File: src/rtl/uart_tx_arbiter.sv
// Round-robin arbiter that feeds one UART transmitter from four byte requesters.
// It supports a burst allowance per grantee and a watchdog on the transmitter's busy handshake.
module uart_tx_arbiter #(
    parameter int p_max_burst    = 1,
    parameter int p_busy_timeout = 4
) (
    input  logic        clk_i,
    input  logic        rst_n_i,
    input  logic        arb_en_i,
    input  logic [3:0]  req_valid_i,
    input  logic [31:0] req_data_i,
    input  logic [11:0] req_cfg_i,
    output logic [3:0]  req_ready_o,
    output logic        tx_enable_o,
    output logic [7:0]  tx_data_o,
    output logic        tx_parity_en_o,
    output logic        tx_parity_sel_o,
    output logic        tx_stop_sel_o,
    input  logic        tx_busy_i,
    output logic        grant_valid_o,
    output logic [1:0]  grant_id_o,
    output logic        err_o,
    input  logic        err_clr_i
);

    typedef enum logic [1:0] {
        S_IDLE,
        S_LAUNCH,
        S_WAIT_BUSY,
        S_WAIT_DONE
    } state_t;

    state_t      r_state;
    state_t      w_next_state;
    logic [1:0]  r_last_grant;
    logic [3:0]  r_burst_cnt;
    logic [3:0]  r_busy_cnt;
    logic [1:0]  r_grant_id;
    logic        r_grant_valid;
    logic [7:0]  r_tx_data;
    logic        r_parity_en;
    logic        r_parity_sel;
    logic        r_stop_sel;
    logic        r_err;

    logic        w_keep;
    logic [1:0]  w_cand;
    logic [1:0]  w_rr_id;
    logic [1:0]  w_sel_id;
    logic        w_grant;
    logic        w_timeout;
    logic        w_done;
    logic [2:0]  w_sel_cfg;

    // A zero burst count means there is no previous grantee (post-reset), so requester 0 wins.
    always_comb begin
        w_keep  = (r_burst_cnt != 4'd0) && (r_burst_cnt < 4'(p_max_burst))
                  && req_valid_i[r_last_grant];
        w_rr_id = r_last_grant;
        w_cand  = r_last_grant;
        for (int k = 4; k >= 1; k--) begin
            w_cand = r_last_grant + 2'(k);
            if (req_valid_i[w_cand]) begin
                w_rr_id = w_cand;
            end
        end
        w_sel_id  = w_keep ? r_last_grant : w_rr_id;
        w_sel_cfg = req_cfg_i[int'(w_sel_id) * 3 +: 3];
        w_grant   = (r_state == S_IDLE) && arb_en_i && (req_valid_i != 4'b0000);
    end

    always_comb begin
        w_next_state = r_state;
        w_timeout    = 1'b0;
        w_done       = 1'b0;
        case (r_state)
            S_IDLE: begin
                if (w_grant) begin
                    w_next_state = S_LAUNCH;
                end
            end
            S_LAUNCH: begin
                w_next_state = S_WAIT_BUSY;
            end
            S_WAIT_BUSY: begin
                if (tx_busy_i) begin
                    w_next_state = S_WAIT_DONE;
                end else if (r_busy_cnt == 4'(p_busy_timeout - 1)) begin
                    w_timeout    = 1'b1;
                    w_next_state = S_IDLE;
                end
            end
            S_WAIT_DONE: begin
                if (!tx_busy_i) begin
                    w_done       = 1'b1;
                    w_next_state = S_IDLE;
                end
            end
            default: begin
                w_next_state = S_IDLE;
            end
        endcase
    end

    always_ff @(posedge clk_i or negedge rst_n_i) begin
        if (!rst_n_i) begin
            r_state <= S_IDLE;
        end else begin
            r_state <= w_next_state;
        end
    end

    always_ff @(posedge clk_i or negedge rst_n_i) begin
        if (!rst_n_i) begin
            r_last_grant  <= 2'd3;
            r_burst_cnt   <= 4'd0;
            r_grant_id    <= 2'd0;
            r_grant_valid <= 1'b0;
            r_tx_data     <= 8'h00;
            r_parity_en   <= 1'b0;
            r_parity_sel  <= 1'b0;
            r_stop_sel    <= 1'b0;
        end else if (w_grant) begin
            r_last_grant  <= w_sel_id;
            r_burst_cnt   <= w_keep ? r_burst_cnt + 4'd1 : 4'd1;
            r_grant_id    <= w_sel_id;
            r_grant_valid <= 1'b1;
            r_tx_data     <= req_data_i[{w_sel_id, 3'b000} +: 8];
            r_parity_en   <= w_sel_cfg[0];
            r_parity_sel  <= w_sel_cfg[1];
            r_stop_sel    <= w_sel_cfg[2];
        end else if (w_timeout || w_done) begin
            r_grant_valid <= 1'b0;
        end
    end

    // Counts consecutive idle-busy cycles while waiting for the transmitter to start.
    always_ff @(posedge clk_i or negedge rst_n_i) begin
        if (!rst_n_i) begin
            r_busy_cnt <= 4'd0;
        end else if ((r_state == S_WAIT_BUSY) && !tx_busy_i) begin
            r_busy_cnt <= r_busy_cnt + 4'd1;
        end else begin
            r_busy_cnt <= 4'd0;
        end
    end

    always_ff @(posedge clk_i or negedge rst_n_i) begin
        if (!rst_n_i) begin
            r_err <= 1'b0;
        end else if (w_timeout) begin
            r_err <= 1'b1;
        end else if (err_clr_i) begin
            r_err <= 1'b0;
        end
    end

    assign tx_enable_o     = (r_state == S_LAUNCH);
    assign req_ready_o     = (r_state == S_LAUNCH) ? (4'b0001 << r_grant_id) : 4'b0000;
    assign tx_data_o       = r_tx_data;
    assign tx_parity_en_o  = r_parity_en;
    assign tx_parity_sel_o = r_parity_sel;
    assign tx_stop_sel_o   = r_stop_sel;
    assign grant_valid_o   = r_grant_valid;
    assign grant_id_o      = r_grant_id;
    assign err_o           = r_err;

endmodule

File: config.mk
export PLATFORM = sky130hd
export DESIGN_NAME = uart_tx_arbiter
export DESIGN_NICKNAME = d
export VERILOG_FILES = /design/src/rtl/uart_tx_arbiter.sv
export SDC_FILE = /design/constraint.sdc
export NUM_CORES = 1
export LEC_CHECK = 0
export BUFFER_PORTS_ARGS = -buffer_cell sky130_fd_sc_hd__buf_2
export CORE_MARGIN = 2
export CORE_UTILIZATION = 48
export DETAILED_ROUTE_END_ITERATION = 10
export PLACE_DENSITY = 0.95
export SLEW_MARGIN = 10
export SYNTH_ARGS = -nofsm -noshare
export SYNTH_HDL_FRONTEND = slang
export SYNTH_SLANG_ARGS = --single-unit
export TNS_END_PERCENT = 50
File: constraint.sdc
create_clock -name clk_i -period 3.1 [get_ports clk_i]
set_clock_uncertainty 0.05 [all_clocks]
set_input_delay 0.62 -clock clk_i [delete_from_list [all_inputs] [get_ports clk_i]]
set_output_delay 0.62 -clock clk_i [all_outputs]
set_load 0.005 [all_outputs]
[Word-level counts from Yosys, hierarchy flattened]
Cells that the tools add are included.
Operators by class
  shifts and indexed selects: 3
  multiplexer cells: 29
  reductions and logical operators: 13
  $mul: 1
  magnitude comparators: 5
  add/subtract/negate cells: 5
  equal/unequal tests: 7
Operators by type and width (number)
  $shiftx 32x6->8: 1
  $mux 2: 8
  $mux 1: 13
  $lt 2x3->1 const B: 4
  $mux 4: 3
  $shiftx 12x5->3: 1
  $add 4x1->4 const B: 2
  $bmux 1 s2: 4
  $pmux 2 s4: 1
  $reduce_bool 4->1: 2
  $logic_and 1x1->1: 5
  $add 2x2->2 const B: 2
  $eq 2x2->1 const B: 2
  $eq 4x2->1 const B: 1
  $lt 4x1->1 const B: 1
  $mul 2x2->4 const B: 1
  $ne 2x2->1 const B: 2
  $reduce_bool 2->1: 2
  $shl 1x2->4 const A: 1
  $ne 3x3->1 const B: 1
  $reduce_and 3->1: 1
  $add 2x1->2 const B: 1
  $eq 2x1->1 const B: 1
  $logic_not 2->1: 1
  2 further kinds: 2
Word-level totals
  word-level logic and storage cells: 74
  bits in registers: 27
  bits of input ports: 53
  output and inout bits: 20

[Logic depth before layout (Yosys ltp)]
Gate-level depths: netlist (run 1).
  depth after elaboration: 9
  depth in mapped cells: 7
  depth with buffers taken out: 5

[Worst setup path after synthesis (run 1)]
Ideal clock, no wire load.
  path kind: in2reg
  from: input req_valid_i[0]
  to: register r_tx_data[0], in the netlist tx_data_o[0]
  buffers on the path: 1
  library setup time: 0.126 ns
  setup slack: 0.815 ns
  data required time: 2.924 ns
  arrival time: 2.109 ns
  stages on the path: 6
  path through: and2b_1 -> o21a_1 -> buf_2 -> nor3_4 -> mux2_2 -> a221o_1
Between the ends
  word-level cells in the longest chain between the ends: 7
  elaborated cells on any way between the ends: 16
  classes of those cells: 1 x shift; 12 x mux; 3 x reduce/logical
RTL lines
  from (decl): RTL line 10  | input logic [3:0] req_valid_i,
  $bmux 1 s2: RTL line 63  | if (req_valid_i[w_cand]) begin
  $mux 1 (not written as such): RTL line 63
  $mux 2 (3 in a row): RTL line 63
  $mux 2: RTL line 67  | w_sel_id = w_keep ? r_last_grant : w_rr_id;
  $shiftx 32x6->8: RTL line 128  | r_tx_data <= req_data_i[{w_sel_id, 3'b000} +: 8];
  to (signal assigned): RTL line 128
  to (decl): RTL line 40  | logic [7:0] r_tx_data;
Several ways; a longest one is shown, not always the timed one. The select of a mux whose other input is x is not followed.
A chain may end at the register's enable or synchronous reset.

[Worst setup path after layout (run 1)]
  from: register r_last_grant[0]
  to: register r_tx_data[2], in the netlist tx_data_o[2]
Between the ends
  word-level cells in the longest chain between the ends: 8
  elaborated cells on any way between the ends: 17
  classes of those cells: 3 x add/sub; 1 x shift; 12 x mux; 1 x reduce/logical
RTL lines
  from (decl): RTL line 35  | logic [1:0] r_last_grant;
  from (signal assigned): RTL line 124  | r_last_grant <= w_sel_id;
  $add 2x2->2: RTL line 62  | w_cand = r_last_grant + 2'(k);
  $bmux 1 s2: RTL line 63
  $mux 1 (not written as such): RTL line 63
  $mux 2 (3 in a row): RTL line 63
  $mux 2 (*): RTL line 67
  $shiftx 32x6->8 (*): RTL line 128
Every way passes the cells marked *; elsewhere a longest branch is shown, timed or not. The select of a mux whose other input is x is not followed.

==> metrics.txt, run 1 <==
status completed; Fillers 230; Logic pwr share 0.510; PwrDens 752 mW/mm^2; syn nets 195; ant diodes 0; final non-filler cell total 244; Core Box Area 0.00276 sq mm; Root Buffer clkbuf_4; global route total overflow 0; total power 1.36 mW; RSZ-0062 raised after global routing false; Synth top area share 0.377; CTS tree yes; reg-to-reg startpoint r_last_grant[0]$_DFFE_PN1P_; Worst Max-Slew Pin Slew 0.592 ns; Die H 57.9 microns; Total Routed Length 3.62 mm; gpl congestion 0.824; number of remaining DRC errors 0; Final Cycle Share 0.739; fin util 0.654; sequential group share of total power 0.387; vias in the first global route 1323; Reg2Reg Depth 5; Critical Path Source r_last_grant[0]$_DFFE_PN1P_; Post-Synthesis Cells 141; WP data arrival 2.46 ns; FF+latch count, synth 23; Switching Share 0.403; kind of critical path reg -> reg; Slew HR 0.602; EDFF count, synth 0; Worst setup SP type flop; Clock Power Share 0.103; Area Overhead vs Synth 29.6%; achievable frequency 437 MHz; port bufs 72; Die X 57.9 microns; Detail Route Antenna Nets 0; later-pin clock latency in the skew report 0.32 ns; Syn Std Cell Area 0.00139 sq mm; Total GRT Usage 0.228; most frequent cell after synthesis dfrtp_1; post-DP HPWL 2.89 mm; endpoint class of the critical path flop; initial core utilization 0.505; die area 0.00335 sq mm; Ys Warns 0; ratio of cells with drive above 1 in the final layout 0.432; largest net degree at the start of global routing 24; Sink Count 23; # setup viols final 0; sequential area share after synthesis 0.415; CTS Buffer Depth 2; hold_ws 0.191 ns; CTS resizes 0; H-tree lvl count 1; FP Rows 19; Yosys top cell by area dfrtp_1; Layout Nets 268; clk slew on worst S/H paths 0.12 ns; Final Slew Violations 0; IO Count 73; CTS Buf Count 3; Required @ worst endpoint 3.27 ns; CP Max Fanout 10; dpl cells 240; Net Switching 0.547 mW; min Tclk post-route 2.29 ns; Synth area leaders dfrtp_1 38%, mux2_2 5.7%, a221o_1 5.0%; via count 1410; Avg Synthesized Cell Area 9.88 sq um; initial antenna violation count 0; hold buffer count at cts 0; ys async rst share 1.00; first-pass GRT wire length 5.90 mm; WL/cell 14.8 microns; Most used DFF post-synth dfrtp_1; library cells used by synthesis 39; Leak 0.887 nW; final setup TNS 0 ns; DR pass1 iterations 4; Power Internal 0.809 mW; final hold vios 0; Post-synth top cells 21 x dfrtp_1, 13 x nor2_1, 9 x a21oi_1; routed vias/inst 5.78; MaxCap Viol Count 0; post-CTS setup buffer count 0; HP Class in -> async; Peak VDD IR 0.512 mV; 1st-iter DRT viols 52
==> cell families (layout without fill, tap and decap cells) <==
logic type,count (synthesis),in the layout,share of synthesized area
AO/OA/AOI/OAI,47,47,0.256
adder cells (fa/ha/maj),1,1,0.00898
multiplexers,11,11,0.0854
XOR/XNOR,2,2,0.0126
flip-flops,23,23,0.415
buffers and inverters,10,82,0.0350
AND/OR/NAND/NOR,47,47,0.187
==> registers in the layout (all words and copies together), names as in the netlist <==
name and flops:
tx_data_o 8, r_busy_cnt 4, grant_id_o 2, r_last_grant 2
r_state 2, err_o 1, grant_valid_o 1, tx_parity_en_o 1
tx_parity_sel_o 1, tx_stop_sel_o 1
==> cells in the final DEF, fill, tap and decap left out, types with 2 or more instances in the layout <==
cell,count
nor2b_1,4
a221o_1,7
buf_4,3
mux2_2,7
buf_2,72
o21ai_1,2
o21ai_0,3
inv_1,3
dfrtp_1,21
a21oi_1,9
nand4_1,7
a2111oi_0,4
a211oi_1,4
mux2i_1,4
o21bai_1,2
dfstp_2,2
nand3_1,2
o31ai_1,7
clkbuf_4,3
o21a_1,2
nor3b_1,3
and2b_1,2
o32ai_1,4
nand2_1,8
nor2_1,13
==> layout make-up <==
| class | instances | area [sq um] | share of cell area |
|---|---|---|---|
| repair buffers | 75 | 383 | 0.212 |
| well taps | 31 | 38.8 | 0.0215 |
| clock inverters | 1 | 5.00 | 0.00277 |
| flip-flops and latches | 23 | 578 | 0.320 |
| multi-input cells | 108 | 766 | 0.424 |
| clock buffers | 3 | 22.5 | 0.0125 |
| inverters | 3 | 11.3 | 0.00624 |
==> through the flow <==
stage | setup WS [ns] | cell area (sq um)
6_report | 0.810 | 1800
3_3_place_gp | 0.608 | 1780
4_1_cts | 0.805 | 1800
2_1_floorplan | 0.815 | 1390
5_1_grt | 0.706 | 1800
3_5_place_dp | 0.552 | 1780
==> worst paths after layout <==
path | endpoint | slack, ns
max in group asynchronous | r_last_grant[1]$_DFFE_PN1P_ | 2.45
max | tx_data_o[2]$_DFFE_PN0P_ | 0.81
min | r_state[1]$_DFFE_PN0P_ | 0.19
max reg2reg | tx_data_o[2]$_DFFE_PN0P_ | 0.81
min reg2reg | r_busy_cnt[0]$_DFF_PN0_ | 0.43
min in group clk_i | err_o$_DFFE_PN0P_ | 0.43
==> per-layer routing <==
layer | share of wire | GRT usage | wire (microns) | vias up
li1 | - | - | - | 695
met5 | 0 | 0 | 0 | -
met1 | 0.46 | 0.312 | 1650 | 650
met4 | 0.017 | 0.0930 | 60 | 0
met2 | 0.47 | 0.373 | 1690 | 60
met3 | 0.061 | 0.0223 | 221 | 5
==> power by group through the flow <==
stage	clock network (mW)	registers, mW	logic (mW)
after floorplan	0	0.520	0.460
after global placement	0	0.526	0.672
after detailed placement	0	0.531	0.692
after CTS	0.140	0.524	0.693
after global routing	0.153	0.543	0.768
final	0.140	0.524	0.691
==> worst max-delay path, stage by stage, from the launching register on <==
cell     delay (ns)
dfstp_2        0.59
nor2b_1        0.07
o21a_1         0.30
nor3_4         0.47
mux2_2         0.39
a221o_1        0.32
(Power assumes the default switching activity.)
==> run 2, diff against run 1 <==
--- a/config.mk
+++ b/config.mk
@@ -7,9 +7,9 @@
 export LEC_CHECK = 0
 export BUFFER_PORTS_ARGS = -buffer_cell sky130_fd_sc_hd__buf_2
 export CORE_MARGIN = 2
-export CORE_UTILIZATION = 48
+export CORE_UTILIZATION = 40
 export DETAILED_ROUTE_END_ITERATION = 10
-export PLACE_DENSITY = 0.95
+export PLACE_DENSITY = 0.86
 export SLEW_MARGIN = 10
 export SYNTH_ARGS = -nofsm -noshare
 export SYNTH_HDL_FRONTEND = slang
==> constraint.sdc (replaced) <==
create_clock -name clk_i -period 2 [get_ports clk_i]
set_clock_uncertainty 0.05 [all_clocks]
set_input_delay 0.4 -clock clk_i [delete_from_list [all_inputs] [get_ports clk_i]]
set_output_delay 0.4 -clock clk_i [all_outputs]
set_load 0.005 [all_outputs]
==> metrics.txt, run 2 (synthesized netlist as in run 1, its figures left out) <==
Detail Route Antenna Nets 0 (unchanged); HP Class in -> reg (was in -> async); CP Max Fanout 8 (was 10); Total GRT Usage 0.201 (was 0.228); Area Overhead vs Synth 43.1% (was 29.6%); ant diodes 0 (unchanged); initial antenna violation count 0 (unchanged); met2 routed WL 1.97 mm (was 1.69 mm); Slew HR 0.663 (was 0.602); Final Slew Violations 0 (unchanged); Worst setup SP type flop (unchanged); achievable frequency 508 MHz (was 437 MHz); Power Internal 1.47 mW (was 0.809 mW); Die H 63.0 microns (was 57.9 microns); routed vias/inst 5.41 (was 5.78); max FFs per register 8 (unchanged); hold wc startpoint err_clr_i; Leak 0.995 nW (was 0.887 nW); Peak VDD IR 0.679 mV (was 0.512 mV); hold path depth 2; CTS Buf Count 3 (unchanged); later-pin clock latency in the skew report 0.30 ns (was 0.32 ns); post-DP HPWL 3.14 mm (was 2.89 mm); # setup viols final 0 (unchanged); Net Switching 0.924 mW (was 0.547 mW); most frequent cells in the layout 72 x buf_2, 21 x dfrtp_1, 16 x buf_4, 13 x nor2_1, 9 x a21oi_1 (was 72 x buf_2, 21 x dfrtp_1, 13 x nor2_1, 9 x a21oi_1, 8 x nand2_1); sequential group share of total power 0.335 (was 0.387); RSZ-0062 raised after global routing true (was false); flop2flop setup slack 0.03 ns (was 0.81 ns); global route total overflow 0 (unchanged); WL/cell 14.4 microns (was 14.8 microns); min Tclk post-route 1.97 ns (was 2.29 ns); number of remaining DRC errors 0 (unchanged); ratio of cells with drive above 1 in the final layout 0.482 (was 0.432); Setup WS pre-CTS -0.0750 ns (was 0.552 ns); Die X 63.0 microns (was 57.9 microns); gpl congestion 0.883 (was 0.824); kind of critical path reg -> reg (unchanged); status completed (unchanged); Sink Count 23 (unchanged); DR pass1 iterations 6 (was 4); IO Count 73 (unchanged); post-route cell area 0.00199 sq mm (was 0.00180 sq mm); metal3 WL 247 microns (was 221 microns); H-tree lvl count 1 (unchanged); Layout Nets 283 (was 268); Critical Path Source r_last_grant[0]$_DFFE_PN1P_ (unchanged); reg-to-reg startpoint r_last_grant[0]$_DFFE_PN1P_ (unchanged); final setup margin 0.0311 ns (was 0.810 ns); Logic pwr share 0.579 (was 0.510); MaxCap Viol Count 0 (unchanged); die area 0.00397 sq mm (was 0.00335 sq mm); PwrDens 1200 mW/mm^2 (was 752 mW/mm^2); CTS tree yes (unchanged); Metal-1 WL 1.66 mm (was 1.65 mm); commonest non-fill, non-tap cell in the layout buf_2 (unchanged); endpoint class of the critical path flop (unchanged); CTS Buffer Depth 2 (unchanged); Final Cycle Share 0.984 (was 0.739); port bufs 72 (unchanged); Clock Power Share 0.086 (was 0.103); top sig layer met4 (unchanged); via count 1483 (was 1410); largest net degree at the start of global routing 24 (unchanged); Reg2Reg Depth 6 (was 5); initial core utilization 0.417 (was 0.505); vias in the first global route 1378 (was 1323); final setup TNS 0 ns (unchanged); final hold vios 0 (unchanged); Required @ worst endpoint 2.14 ns (was 3.27 ns); 1st-iter DRT viols 52 (unchanged); clk slew on worst S/H paths 0.12 ns (about the same); Placed Area 0.00194 sq mm (was 0.00178 sq mm); post-CTS setup buffer count 0 (unchanged); FP Rows 21 (was 19); first-pass GRT wire length 6.40 mm (was 5.90 mm); Core Box Area 0.00334 sq mm (was 0.00276 sq mm); Worst Max-Slew Pin Slew 0.500 ns (was 0.592 ns); Switching Share 0.386 (was 0.403); end point of the worst hold path err_o$_DFFE_PN0P_; WP data arrival 2.11 ns (was 2.46 ns); end of the worst register-to-register path tx_data_o[5]$_DFFE_PN0P_ (was tx_data_o[2]$_DFFE_PN0P_); Total Routed Length 3.94 mm (was 3.62 mm); Root Buffer clkbuf_4 (unchanged)
[run 2: cell types whose count changed in the layout (fill, tap and decap cells not counted), moves of 2 or more]
cell,previous run,this run
mux2_4,0,7
a2111oi_0,4,2
nor2b_1,4,1
a2111oi_1,0,2
buf_4,3,16
mux2_2,7,0
nor2b_2,0,3
[run 2: layer usage]
| metal | GRT usage | vias to the layer above |
|---|---|---|
| met1 | 0.273 | 701 |
| met5 | 0 | - |
| met4 | 0.0722 | 0 |
| li1 | - | 719 |
| met2 | 0.314 | 55 |
| met3 | 0.0432 | 8 |
[run 2: what timing repair did]
action                                  in CTS  in global routing
resized for setup                            0                  6
hold endpoints to repair                    14                  0
hold buffers                                 1                  0
endpoints found under the setup margin       0                 15
[run 2: how the worst max path moves through the flow]
| stage | endpoint | slack [ns] | depth (start not counted) |
|---|---|---|---|
| CTS | req_ready_o[0] | 0.009 | 4 |
| floorplan | tx_parity_sel_o$_DFFE_PN0P_ | -0.09 | 6 |
| finish | tx_data_o[5]$_DFFE_PN0P_ | 0.03 | 6 |
| global route | tx_data_o[5]$_DFFE_PN0P_ | -0.04 | 6 |
| global placement | tx_data_o[4]$_DFFE_PN0P_ | -0.04 | 6 |
| detailed placement | tx_data_o[5]$_DFFE_PN0P_ | -0.07 | 7 |
[run 2: cell type report]
cell class / instances / area (sq um)
sequential: 23 / 578
multi-input combinational: 108 / 810
timing repair buffer: 90 / 510
clock buffer: 4 / 26.3
tap: 46 / 57.6
fill: 318 / 1340
inverter: 3 / 11.3
[run 2: through the flow]
stage                     std cells   util  hold slack [ns]  total power, mW
final                           274  0.597            0.228             2.39
after global routing            274  0.597            0.213             2.59
after CTS                       274  0.593            0.223             2.37
after detailed placement        269  0.582            0.340             2.16
after global placement          269  0.582            0.335             2.11
after floorplan                 141      -           0.0544             1.58
[run 2: worst max-delay path, cell delays in order (launching register included)]
cell	delay, ns
dfstp_2	0.58
nor2b_2	0.06
o21a_1	0.21
nor3_4	0.21
buf_12	0.16
mux2_4	0.30
a221o_1	0.30
[run 2: power groups by stage]
| stage | sequential [mW] | clock (mW) | combinational (mW) |
|---|---|---|---|
| 2_1_floorplan | 0.808 | 0 | 0.777 |
| 3_3_place_gp | 0.798 | 0 | 1.32 |
| 3_5_place_dp | 0.803 | 0 | 1.36 |
| 4_1_cts | 0.796 | 0.215 | 1.36 |
| 5_1_grt | 0.829 | 0.234 | 1.52 |
| 6_report | 0.801 | 0.206 | 1.39 |
